==> config.mk <==
export PLATFORM = sky130hd
export DESIGN_NAME = reverb_tap_loader
export DESIGN_NICKNAME = d
export VERILOG_FILES = /design/src/rtl/reverb_tap_loader.sv
export SDC_FILE = /design/constraint.sdc
export NUM_CORES = 1
export LEC_CHECK = 0
export BUFFER_PORTS_ARGS = -buffer_cell sky130_fd_sc_hd__buf_2
export CAP_MARGIN = 10
export CORE_MARGIN = 8
export CORE_UTILIZATION = 61
export CTS_CLUSTER_DIAMETER = 80
export DETAILED_ROUTE_END_ITERATION = 12
export GPL_TIMING_DRIVEN = 0
export PLACE_DENSITY_LB_ADDON = 0.25
export SETUP_SLACK_MARGIN = 0.15
export SYNTH_ARGS = -nofsm -noshare
export SYNTH_HDL_FRONTEND = slang
export SYNTH_SLANG_ARGS = --single-unit
export TNS_END_PERCENT = 5
==> constraint.sdc <==
create_clock -name clk -period 3.49 [get_ports clk]
set_input_delay 0.698 -clock clk [delete_from_list [all_inputs] [get_ports clk]]
set_output_delay 0.698 -clock clk [all_outputs]
set_load 0.05 [all_outputs]
==> src/rtl/reverb_tap_loader.sv <==
// Tap RAM plus loader FSM that streams N taps into the downstream FIR tap port
// and waits, with a timeout, for the FIR to report that its taps are loaded.
module reverb_tap_loader #(
   parameter int unsigned G_NUM_TAPS_LOG2 = 4,
   parameter int unsigned G_TAP_WIDTH     = 16,
   parameter int unsigned G_TIMEOUT       = 1024
) (
   input  logic                       clk,
   input  logic                       reset,
   input  logic                       enable,
   input  logic                       wr_en,
   input  logic [G_NUM_TAPS_LOG2-1:0] wr_addr,
   input  logic [G_TAP_WIDTH-1:0]     wr_data,
   output logic                       wr_reject,
   input  logic                       start,
   output logic                       busy,
   output logic                       load_done,
   output logic                       load_error,
   output logic [G_TAP_WIDTH-1:0]     tap_dout,
   output logic                       tap_dout_valid,
   input  logic                       tap_dout_ready,
   input  logic                       tap_done_in
);
   localparam int unsigned N = 1 << G_NUM_TAPS_LOG2;

   typedef enum logic [2:0] {IDLE, STREAM, WAIT_DONE, DONE, ERROR} state_t;

   state_t                     state_q, state_d;
   logic [G_TAP_WIDTH-1:0]     tap_ram [N];
   logic [G_NUM_TAPS_LOG2-1:0] idx_q, idx_d, idx_nxt;
   logic [G_TAP_WIDTH-1:0]     tap_dout_q, tap_dout_d;
   logic                       valid_q, valid_d;
   logic                       done_q, done_d;
   logic                       error_q, error_d;
   logic                       reject_q, reject_d;
   logic                       armed_q, armed_d;
   logic [15:0]                cnt_q, cnt_d, cnt_inc;
   logic                       busy_s, accept, last_tap, qual_done, timeout;

   assign busy_s    = (state_q == STREAM) || (state_q == WAIT_DONE);
   assign accept    = valid_q & tap_dout_ready;
   assign last_tap  = (idx_q == '1);
   // A done level left high by an earlier load only counts once it has been seen low.
   assign qual_done = tap_done_in & armed_q;
   assign cnt_inc   = cnt_q + 16'd1;
   assign timeout   = (cnt_inc == 16'(G_TIMEOUT));

   always_ff @(posedge clk) begin
      if (!reset && wr_en && !busy_s) tap_ram[wr_addr] <= wr_data;
   end

   always_ff @(posedge clk) begin
      if (reset) begin
         state_q    <= IDLE;
         idx_q      <= '0;
         tap_dout_q <= '0;
         valid_q    <= 1'b0;
         done_q     <= 1'b0;
         error_q    <= 1'b0;
         reject_q   <= 1'b0;
         armed_q    <= 1'b0;
         cnt_q      <= '0;
      end else begin
         state_q    <= state_d;
         idx_q      <= idx_d;
         tap_dout_q <= tap_dout_d;
         valid_q    <= valid_d;
         done_q     <= done_d;
         error_q    <= error_d;
         reject_q   <= reject_d;
         armed_q    <= armed_d;
         cnt_q      <= cnt_d;
      end
   end

   always_comb begin
      state_d = state_q;
      if (!enable) begin
         state_d = IDLE;
      end else begin
         case (state_q)
            IDLE, DONE, ERROR: if (start) state_d = STREAM;
            STREAM: begin
               if (qual_done)               state_d = ERROR;
               else if (accept && last_tap) state_d = WAIT_DONE;
            end
            WAIT_DONE: begin
               // Qualified done beats a timeout landing on the same cycle.
               if (qual_done)    state_d = DONE;
               else if (timeout) state_d = ERROR;
            end
            default: state_d = IDLE;
         endcase
      end
   end

   always_comb begin
      tap_dout_d = tap_dout_q;
      valid_d    = valid_q;
      idx_d      = idx_q;
      cnt_d      = cnt_q;
      armed_d    = armed_q;
      done_d     = done_q;
      error_d    = error_q;
      reject_d   = wr_en & busy_s;
      idx_nxt    = idx_q + G_NUM_TAPS_LOG2'(1);
      if (!enable) begin
         valid_d = 1'b0;
         done_d  = 1'b0;
         error_d = 1'b0;
      end else begin
         case (state_q)
            IDLE, DONE, ERROR: begin
               if (start) begin
                  tap_dout_d = tap_ram[0];
                  valid_d    = 1'b1;
                  idx_d      = '0;
                  armed_d    = 1'b0;
                  cnt_d      = '0;
                  done_d     = 1'b0;
                  error_d    = 1'b0;
               end
            end
            STREAM: begin
               if (!tap_done_in) armed_d = 1'b1;
               if (qual_done) begin
                  valid_d = 1'b0;
                  error_d = 1'b1;
               end else if (accept) begin
                  if (last_tap) begin
                     valid_d = 1'b0;
                     cnt_d   = '0;
                  end else begin
                     idx_d      = idx_nxt;
                     tap_dout_d = tap_ram[idx_nxt];
                  end
               end
            end
            WAIT_DONE: begin
               if (!tap_done_in) armed_d = 1'b1;
               if (qual_done) begin
                  done_d = 1'b1;
               end else begin
                  cnt_d = cnt_inc;
                  if (timeout) error_d = 1'b1;
               end
            end
            default: ;
         endcase
      end
   end

   assign busy           = busy_s;
   assign tap_dout       = tap_dout_q;
   assign tap_dout_valid = valid_q;
   assign load_done      = done_q;
   assign load_error     = error_q;
   assign wr_reject      = reject_q;
endmodule

==> results of run 1 <==
## worst max-delay path by stage
stage	start	cells past startpoint	end	slack (ps)
2_1_floorplan	state_q[0]	5	tap_ram[0][0]	400
3_3_place_gp	reset	5	tap_ram[4][10]	-630
3_5_place_dp	reset	6	tap_ram[4][10]	510
4_1_cts	state_q[2]	6	tap_ram[4][8]	550
5_1_grt	state_q[2]	6	tap_ram[4][8]	370
6_report	state_q[2]	6	tap_ram[4][8]	480
## layer usage
metal  share of wire [%]  GRT usage [%]  vias to the layer above
met5                   0              0                        -
met4                 3.4          9.070                        0
met3                 7.3          4.150                       93
met2                  51          40.93                      348
met1                  38          29.50                     3674
li1                    -              -                     3147
## worst register-to-register path: stages, from the launching register on
cell and delay (ps):
dfxtp_1 370, clkbuf_1 400, nor2_1 250, nor2_1 250, nand3b_1 260, nor3_2 910
buf_6 260
## layout by cell type, fill, tap and decap left out, drive strengths merged, types with 2 or more instances in the layout
cell type	Yosys	final
or4	2	2
o211ai	2	2
nand2b	10	10
ha	3	3
o22ai	3	3
a2111oi	14	14
nor3	11	11
inv	3	3
o21ai	11	11
dfxtp	44	44
nand3b	4	4
a31oi	6	6
clkbuf	28	68
and2	2	2
and4	3	3
nor4	3	3
a211oi	19	19
nor2b	17	17
a21oi	32	32
and3	5	5
buf	22	84
nand4	5	5
nor2	66	66
clkinv	0	12
nor3b	3	3
o31ai	2	2
edfxtp	256	256
a311oi	14	14
bufinv	0	3
or3	2	2
xnor2	4	4
nand2	27	27
xor2	2	2
nand3	15	15
mux4	64	64
mux2i	18	18
a41oi	3	3
## area by class of cell
class                      count  area, sq um  area share (%)
antenna                        1        2.502         0.01769
buffer                        50        230.2           1.627
clock buffer                  40        819.5           5.793
clock inverter                16        163.9           1.159
inverter                       3        11.26         0.07960
multi-input combinational    381         3531           24.96
sequential                   300         8568           60.57
tap                          270        337.8           2.388
timing repair buffer          62        481.7           3.405
## cells in the mapped netlist (all sizes together), types with 4 or more instances
cell,count
a211oi,19
nand2,27
edfxtp,256
mux2i,18
a311oi,14
nand3b,4
and3,5
nor2,66
a21oi,32
a31oi,6
clkbuf,28
mux4,64
nor3,11
a2111oi,14
o21ai,11
nand2b,10
nand4,5
dfxtp,44
buf,22
nand3,15
nor2b,17
xnor2,4
## flip-flops by register name, indices dropped and copies added, names as in the netlist
register        count
tap_dout_valid      1
idx_q               4
cnt_q              16
wr_reject           1
load_done           1
load_error          1
armed_q             1
tap_ram           256
state_q             3
tap_dout           16
## kinds of logic (layout without fill, tap and decap cells)
logic type      count (synthesis)  in the layout  synth area share, %
flops                         300            300                69.71
buf+inv                        53            171                1.965
xor+xnor                        6              6               0.4276
compound gates                112            112                7.055
fa+ha+maj                       3              3               0.3054
simple gates                  177            177                7.248
other cells                     0              1                    0
mux                            83             83                13.29
## metrics by stage
stage	TNS, ps	hold WS (ps)	instance area [sq um]	util [%]
after global routing	0	504.0	14140	70.81
after CTS	0	476.8	14140	70.81
final	0	473.9	14150	70.82
after detailed placement	0	467.2	13160	65.89
after floorplan	0	470.5	12290	-
after global placement	-35840	458.1	12860	64.38
## where the power goes
part / total [mW] / switching [mW] / internal [mW]
logic: 0.242 / 0.181 / 0.0609
registers: 3.93 / 0.0137 / 3.92
clock network: 3.19 / 1.32 / 1.87
total: 7.37 / 1.52 / 5.85
==> qor.yml, run 1 <==
ys_ff_latch: 300
reg2reg_setup_slack_ps: 480
first_pass_iters: 5
grt_pass1_vias: 7537
timing.rr.end: "tap_ram[4][8]"
cp_max_fo: 10
nNetsFinal: 858
status: "completed"
post-route-period-util_pct: 86.15
post_cts_buffers: 0
fin_crit_ps: 3007
end_kind: "flip-flop"
hpwl_microns: 18360
drc: 0
yosys.area.top_type: "edfxtp_1"
r2r_start: "state_q[2]"
path_buf_inv: 2
fin_ws_ps: 483.5
worstSkewPairLatency_ps: 550
synth.top_cell.area_share_pct: 62.55
routed_via_density: 6.467
ys_top_cells_by_area: "edfxtp_1 63%, mux4_2 12%, dfxtp_1 7.2%"
slew_headroom_pct: 25.30
cts.path.max_buffers: 3
clock_tree.root_cell: "clkbuf_16"
drt_wl_total_microns: 28710
finalNonFillerCells: 1123
postSynthCellCount: 734
power.density_nw_per_um2: 520.7
yosysWarningCount: 0
critPathArrivalTime_ps: 3260
synth_seq_area_share_pct: 69.71
critical_path.most_common_cell: "nor2_1"
grt_use_total_pct: 23.70
fin_total_pwr_mw: 7.366
place_inst: 1066
syn_nets: 764
max_stage_delay_ps: 910
dieWidth_microns: 157.9
tritoncts: "yes"
min_path_cells: 2
cap_violations: 0
ant_nets: 0
min_path_type: "reg -> reg"
crit_path_top_delay_cell: "nor3_2"
peakVddDrop_mv: 0.4406
synth_edf_count: 256
placementRows: 52
io_buffer_count: 46
ys.flop_type: "edfxtp_1"
startpoint_type: "flip-flop"
p_leak_nw: 4.441
pre_cts_ws_ps: 507.2
clk_pin_slew_ps: 60
wl_per_cell_microns: 25.57
finalClockSkew_ps: 11.70
first_iter_violations: 842
antenna_found_initial: 0
finalSetupViolCount: 0
syn_area_sq_um: 12290
crit_type: "reg -> reg"
core_sq_um: 19970
worstRegToRegCells: 6
hold_viol: 0
dieArea_sq_um: 24950
cp.required_ps: 3750
area_growth_pct: 15.10
die_h_microns: 157.9
grt_max_degree: 17
grt_pass1_wl_microns: 43810
vias: 7262
crit_chain: "clkbuf_1, nor2_1, nor2_1, nand3b_1, nor3_2, buf_6"
hp-start: "load_error"
gr-total-overflow: 0
gp_congestion: 0.8895
worst_pin_slew_ps: 1114
synth_area_per_cell_sq_um: 16.74
cts.sinks: 300
synth.distinct_cells: 54
drv_slew: 0
cts_hold_buf: 0
path_delay_family: "simple AND/OR/NAND/NOR gates"
fmax_mhz: 332.6
htree_num_levels: 1
initial_core_util_pct: 61.53
holdPathEnd: "load_error"
ys_async_sr_fraction_pct: 0
drive_gt1_share_pct: 27.35
ios: 48
nFillCells: 1271
cts_made_buffers: 30
cts_resized: 0
rsz0062_at_grt: "false"
(Power assumes the default switching activity.)
==> run 2: changes to the inputs <==
--- a/config.mk
+++ b/config.mk
@@ -7,7 +7,6 @@
 export LEC_CHECK = 0
 export BUFFER_PORTS_ARGS = -buffer_cell sky130_fd_sc_hd__buf_2
 export CAP_MARGIN = 10
-export CORE_MARGIN = 8
 export CORE_UTILIZATION = 61
 export CTS_CLUSTER_DIAMETER = 80
 export DETAILED_ROUTE_END_ITERATION = 12
==> run 2 against run 1 <==
Net effect: fmax is 9.0% higher; die area fell by 17%; utilization grew 1.2 points; first-iteration DRC count fell by 13%; via count fell by 0.59%; largest cell class unchanged.
==> qor.yml, run 2 (synthesis gave the netlist of run 1 again) <==
cts_made_buffers: 29
cts.path.max_buffers: 3
final_util_pct: 71.97
cts_hold_buf: 0
cp_max_fo: 10
gr-total-overflow: 0
placementRows: 51
finalSetupViolCount: 0
io_buffer_count: 46
ios: 48
wl_per_cell_microns: 24.70
core_sq_um: 19590
grt_pass1_vias: 7495
cts_resized: 0
drc: 0
postLayoutCellArea_sq_um: 14100
final_cell_mix: "256 x edfxtp_1, 64 x mux4_2, 62 x buf_2"
critPathArrivalTime_ps: 2990
antenna_found_initial: 1
pre_cts_ws_ps: 482.3
place_inst: 1062
largest_register_ffs: 256
first_pass_iters: 5
grt_max_degree: 17
cp.required_ps: 3720
routedLengthMet1_microns: 10810
crit_type: "reg -> reg"
slew_headroom_pct: 38.42
finalClockSkew_ps: 12.00
clk_pin_slew_ps: 60
status: "completed"
power.density_nw_per_um2: 519.1
cap_violations: 0
initial_core_util_pct: 62.74
drt_wl_total_microns: 27510
final_common_cell: "edfxtp_1"
routed_via_density: 6.480
drv_slew: 0
multi_input_area_sq_um: 3531
fin_crit_ps: 2759
dr_wl_met2_microns: 13650
worstSkewPairLatency_ps: 530
p_leak_nw: 4.419
cts.sinks: 300
top_register: "tap_ram"
dieWidth_microns: 143.9
tritoncts: "yes"
peakVddDrop_mv: 0.3594
dieArea_sq_um: 20720
htree_num_levels: 1
post-route-period-util_pct: 79.05
gp_congestion: 0.8476
vias: 7219
post_dp_cell_area_sq_um: 13140
min_path_type: "reg -> reg"
worst_pin_slew_ps: 918.6
grt_pass1_wl_microns: 42290
nNetsFinal: 858
n_antenna_cell: 0
hpwl_microns: 18150
post_cts_buffers: 0
nFillCells: 1221
area_growth_pct: 14.72
ant_nets: 0
grt_use_total_pct: 28.28
seqCellArea_sq_um: 8568
end_kind: "flip-flop"
hold_viol: 0
startpoint_type: "flip-flop"
drive_gt1_share_pct: 27.09
first_iter_violations: 733
finalNonFillerCells: 1114
fmax_mhz: 362.5
met3WireLength_microns: 2254
rsz0062_at_grt: "false"
clock_tree.root_cell: "clkbuf_16"
die_h_microns: 143.9
fin_ws_ps: 731.2
top_layer: "met5"
[run 2: cell types whose count changed in the layout (fill, tap and decap cells not counted), moves of 3 or more]
cell	previous run	this run
buf_8	6	13
clkbuf_1	36	31
clkinv_1	4	9
clkinv_2	7	3
buf_16	3	0
buf_6	7	4
[run 2: cell type report]
cell class,instances,share of cell area (%)
clock inverter,20,1.562
tap,265,2.352
buffer,50,1.633
sequential,300,60.77
clock buffer,32,5.227
timing repair buffer,63,3.337
multi-input combinational,381,25.04
inverter,3,0.07986
[run 2: worst paths after layout]
| path | start | end | slack, ps | depth (start not counted) |
|---|---|---|---|---|
| worst max-delay path | state_q[0] | tap_ram[8][9] | 730 | 7 |
| worst min-delay path | load_error | load_error | 480 | 2 |
| worst max register to register | state_q[0] | tap_ram[8][9] | 730 | 7 |
| worst min register to register | load_error | load_error | 480 | 2 |
[run 2: report_power, final]
part / leakage (nW) / total (mW) / switching, mW / internal (mW)
clock: 0.462 / 3.15 / 1.27 / 1.88
sequential: 2.66 / 3.93 / 0.0127 / 3.92
combinational: 1.29 / 0.239 / 0.178 / 0.0606
total: 4.42 / 7.32 / 1.46 / 5.86
[run 2: stage by stage]
step                      hold slack [ps]  TNS, ps  power, mW
after global placement              459.1   -32480      4.221
after global routing                509.2        0      7.499
after detailed placement            472.4        0      4.241
after CTS                           481.9        0      7.333
after floorplan                     470.5        0      4.126
final                               476.8        0      7.319
[run 2: per-layer routing]
layer | vias up | GRT usage [%]
li1 | 3129 | -
met1 | 3650 | 36.08
met2 | 365 | 47.44
met3 | 73 | 6.265
met4 | 2 | 10.97
met5 | - | 0
[run 2: critical path, stage by stage, from the launching register on]
cell and delay (ps):
dfxtp_1 380, buf_2 230, xnor2_1 160, nor2_1 160, nor2_1 250, nand3b_1 250
nor3_2 760, buf_6 260
==> run 3: changes to the inputs <==
==> constraint.sdc (replaced) <==
create_clock -name clk -period 2.6 [get_ports clk]
set_input_delay 0.52 -clock clk [delete_from_list [all_inputs] [get_ports clk]]
set_output_delay 0.52 -clock clk [all_outputs]
set_load 0.05 [all_outputs]
==> run 3 against run 2 <==
Net effect: routed wire length increased by 2.4%; combinational power grew 39%; critical path type unchanged; total power increased by 36%; first-iteration DRC count shrank 1.8%.
==> qor.yml, run 3 (synthesis gave the netlist of run 1 again) <==
status: "completed"
power.density_nw_per_um2: 698.7
startpoint_type: "flip-flop"
fmax_mhz: 412.7
largest_register_ffs: 256
cts_hold_buf: 0
ant_nets: 0
top_register: "tap_ram"
core_sq_um: 19590
grt_pass1_wl_microns: 42230
clk_pin_slew_ps: 60
critPathArrivalTime_ps: 2670
antenna_found_initial: 1
slew_headroom_pct: 47.39
crit_type: "reg -> reg"
fin_crit_ps: 2423
min_path_type: "in -> reg"
rsz0062_at_grt: "true"
ios: 48
wl_per_cell_microns: 25.21
cts.path.max_buffers: 3
cp.required_ps: 2850
initial_core_util_pct: 62.74
dieArea_sq_um: 20720
placementRows: 51
gp_congestion: 0.8744
gr-total-overflow: 0
end_kind: "flip-flop"
cap_violations: 0
worstRegToRegCells: 7
place_inst: 1059
drive_gt1_share_pct: 28.64
min_path_cells: 1
drv_slew: 0
vias: 7222
fin_ws_ps: 176.7
first_iter_violations: 720
drt_wl_total_microns: 28180
grt_use_total_pct: 28.56
area_growth_pct: 15.91
final_util_pct: 72.72
postLayoutCellArea_sq_um: 14250
drc: 0
routed_via_density: 6.460
worst_pin_slew_ps: 789.2
finalSetupViolCount: 0
grt_max_degree: 17
io_buffer_count: 46
first_pass_iters: 5
finalClockSkew_ps: 26.02
tritoncts: "yes"
hpwl_microns: 18150
cts_made_buffers: 30
cp_max_fo: 10
worstSkewPairLatency_ps: 570
htree_num_levels: 1
pre_cts_ws_ps: -210.2
post-route-period-util_pct: 93.20
final_cell_mix: "256 x edfxtp_1, 64 x mux4_2, 58 x buf_2"
finalNonFillerCells: 1118
post_dp_cell_area_sq_um: 13120
dieWidth_microns: 143.9
nNetsFinal: 859
p_leak_nw: 4.482
hold_viol: 0
cts.sinks: 300
grt_pass1_vias: 7281
clock_tree.root_cell: "clkbuf_16"
die_h_microns: 143.9
final_common_cell: "edfxtp_1"
peakVddDrop_mv: 0.4948
hold_slack_ps: 340.3
==> run 3: cell types whose count changed in the layout (fill, tap and decap cells not counted), sizes merged <==
cell and delta:
clkinv -1, clkinvlp -2, clkbuf +10, buf -3, diode +1, bufinv -1
==> run 3: critical path, cell delays in order (launching register included) <==
cell      delay (ps)
dfxtp_1          390
buf_4            200
xnor2_2          140
nor2_2           120
nor2_2           180
nand3b_1         300
nor2_2           570
buf_8            230
==> run 3: per-layer routing <==
metal	track usage (%)	wire length, microns
met1	37.37	10650
met2	47.67	14240
met3	5.598	2482
met4	10.75	812
met5	0	0
==> run 3: cell type report <==
cell class,instances,area [sq um]
clock buffer,39,814.5
clock inverter,16,183.9
timing repair buffer,63,480.5
antenna,1,2.502
fill,1226,5344
sequential,300,8569
buffer,50,247.7
inverter,3,11.26
multi-input combinational,381,3605
tap,265,331.6
==> run 3: worst paths after layout <==
path | startpoint | endpoint | slack (ps)
max | state_q[0] | tap_ram[6][10] | 180
min | wr_data[14] | tap_ram[7][14] | 340
min reg2reg | load_done | load_done | 480
max reg2reg | state_q[0] | tap_ram[6][10] | 180
==> run 3: per-stage QoR <==
step	TNS, ps	power (mW)
2_1_floorplan	-13010	5.538
3_3_place_gp	-134130	5.667
3_5_place_dp	-9718	5.694
4_1_cts	0	9.974
5_1_grt	0	10.18
6_report	0	9.954
==> run 3: timing repair <==
item | in CTS | in global routing
buffers inserted | 2 | 1
resized for setup | 17 | 5
endpoints found under the setup margin | 146 | 67
pin swaps | 3 | 2
==> run 3: where the power goes <==
| group | total, mW | switching (mW) | internal (mW) |
|---|---|---|---|
| clock | 4.35 | 1.76 | 2.59 |
| sequential | 5.27 | 0.0163 | 5.26 |
| combinational | 0.332 | 0.247 | 0.0847 |
| total | 9.95 | 2.02 | 7.93 |
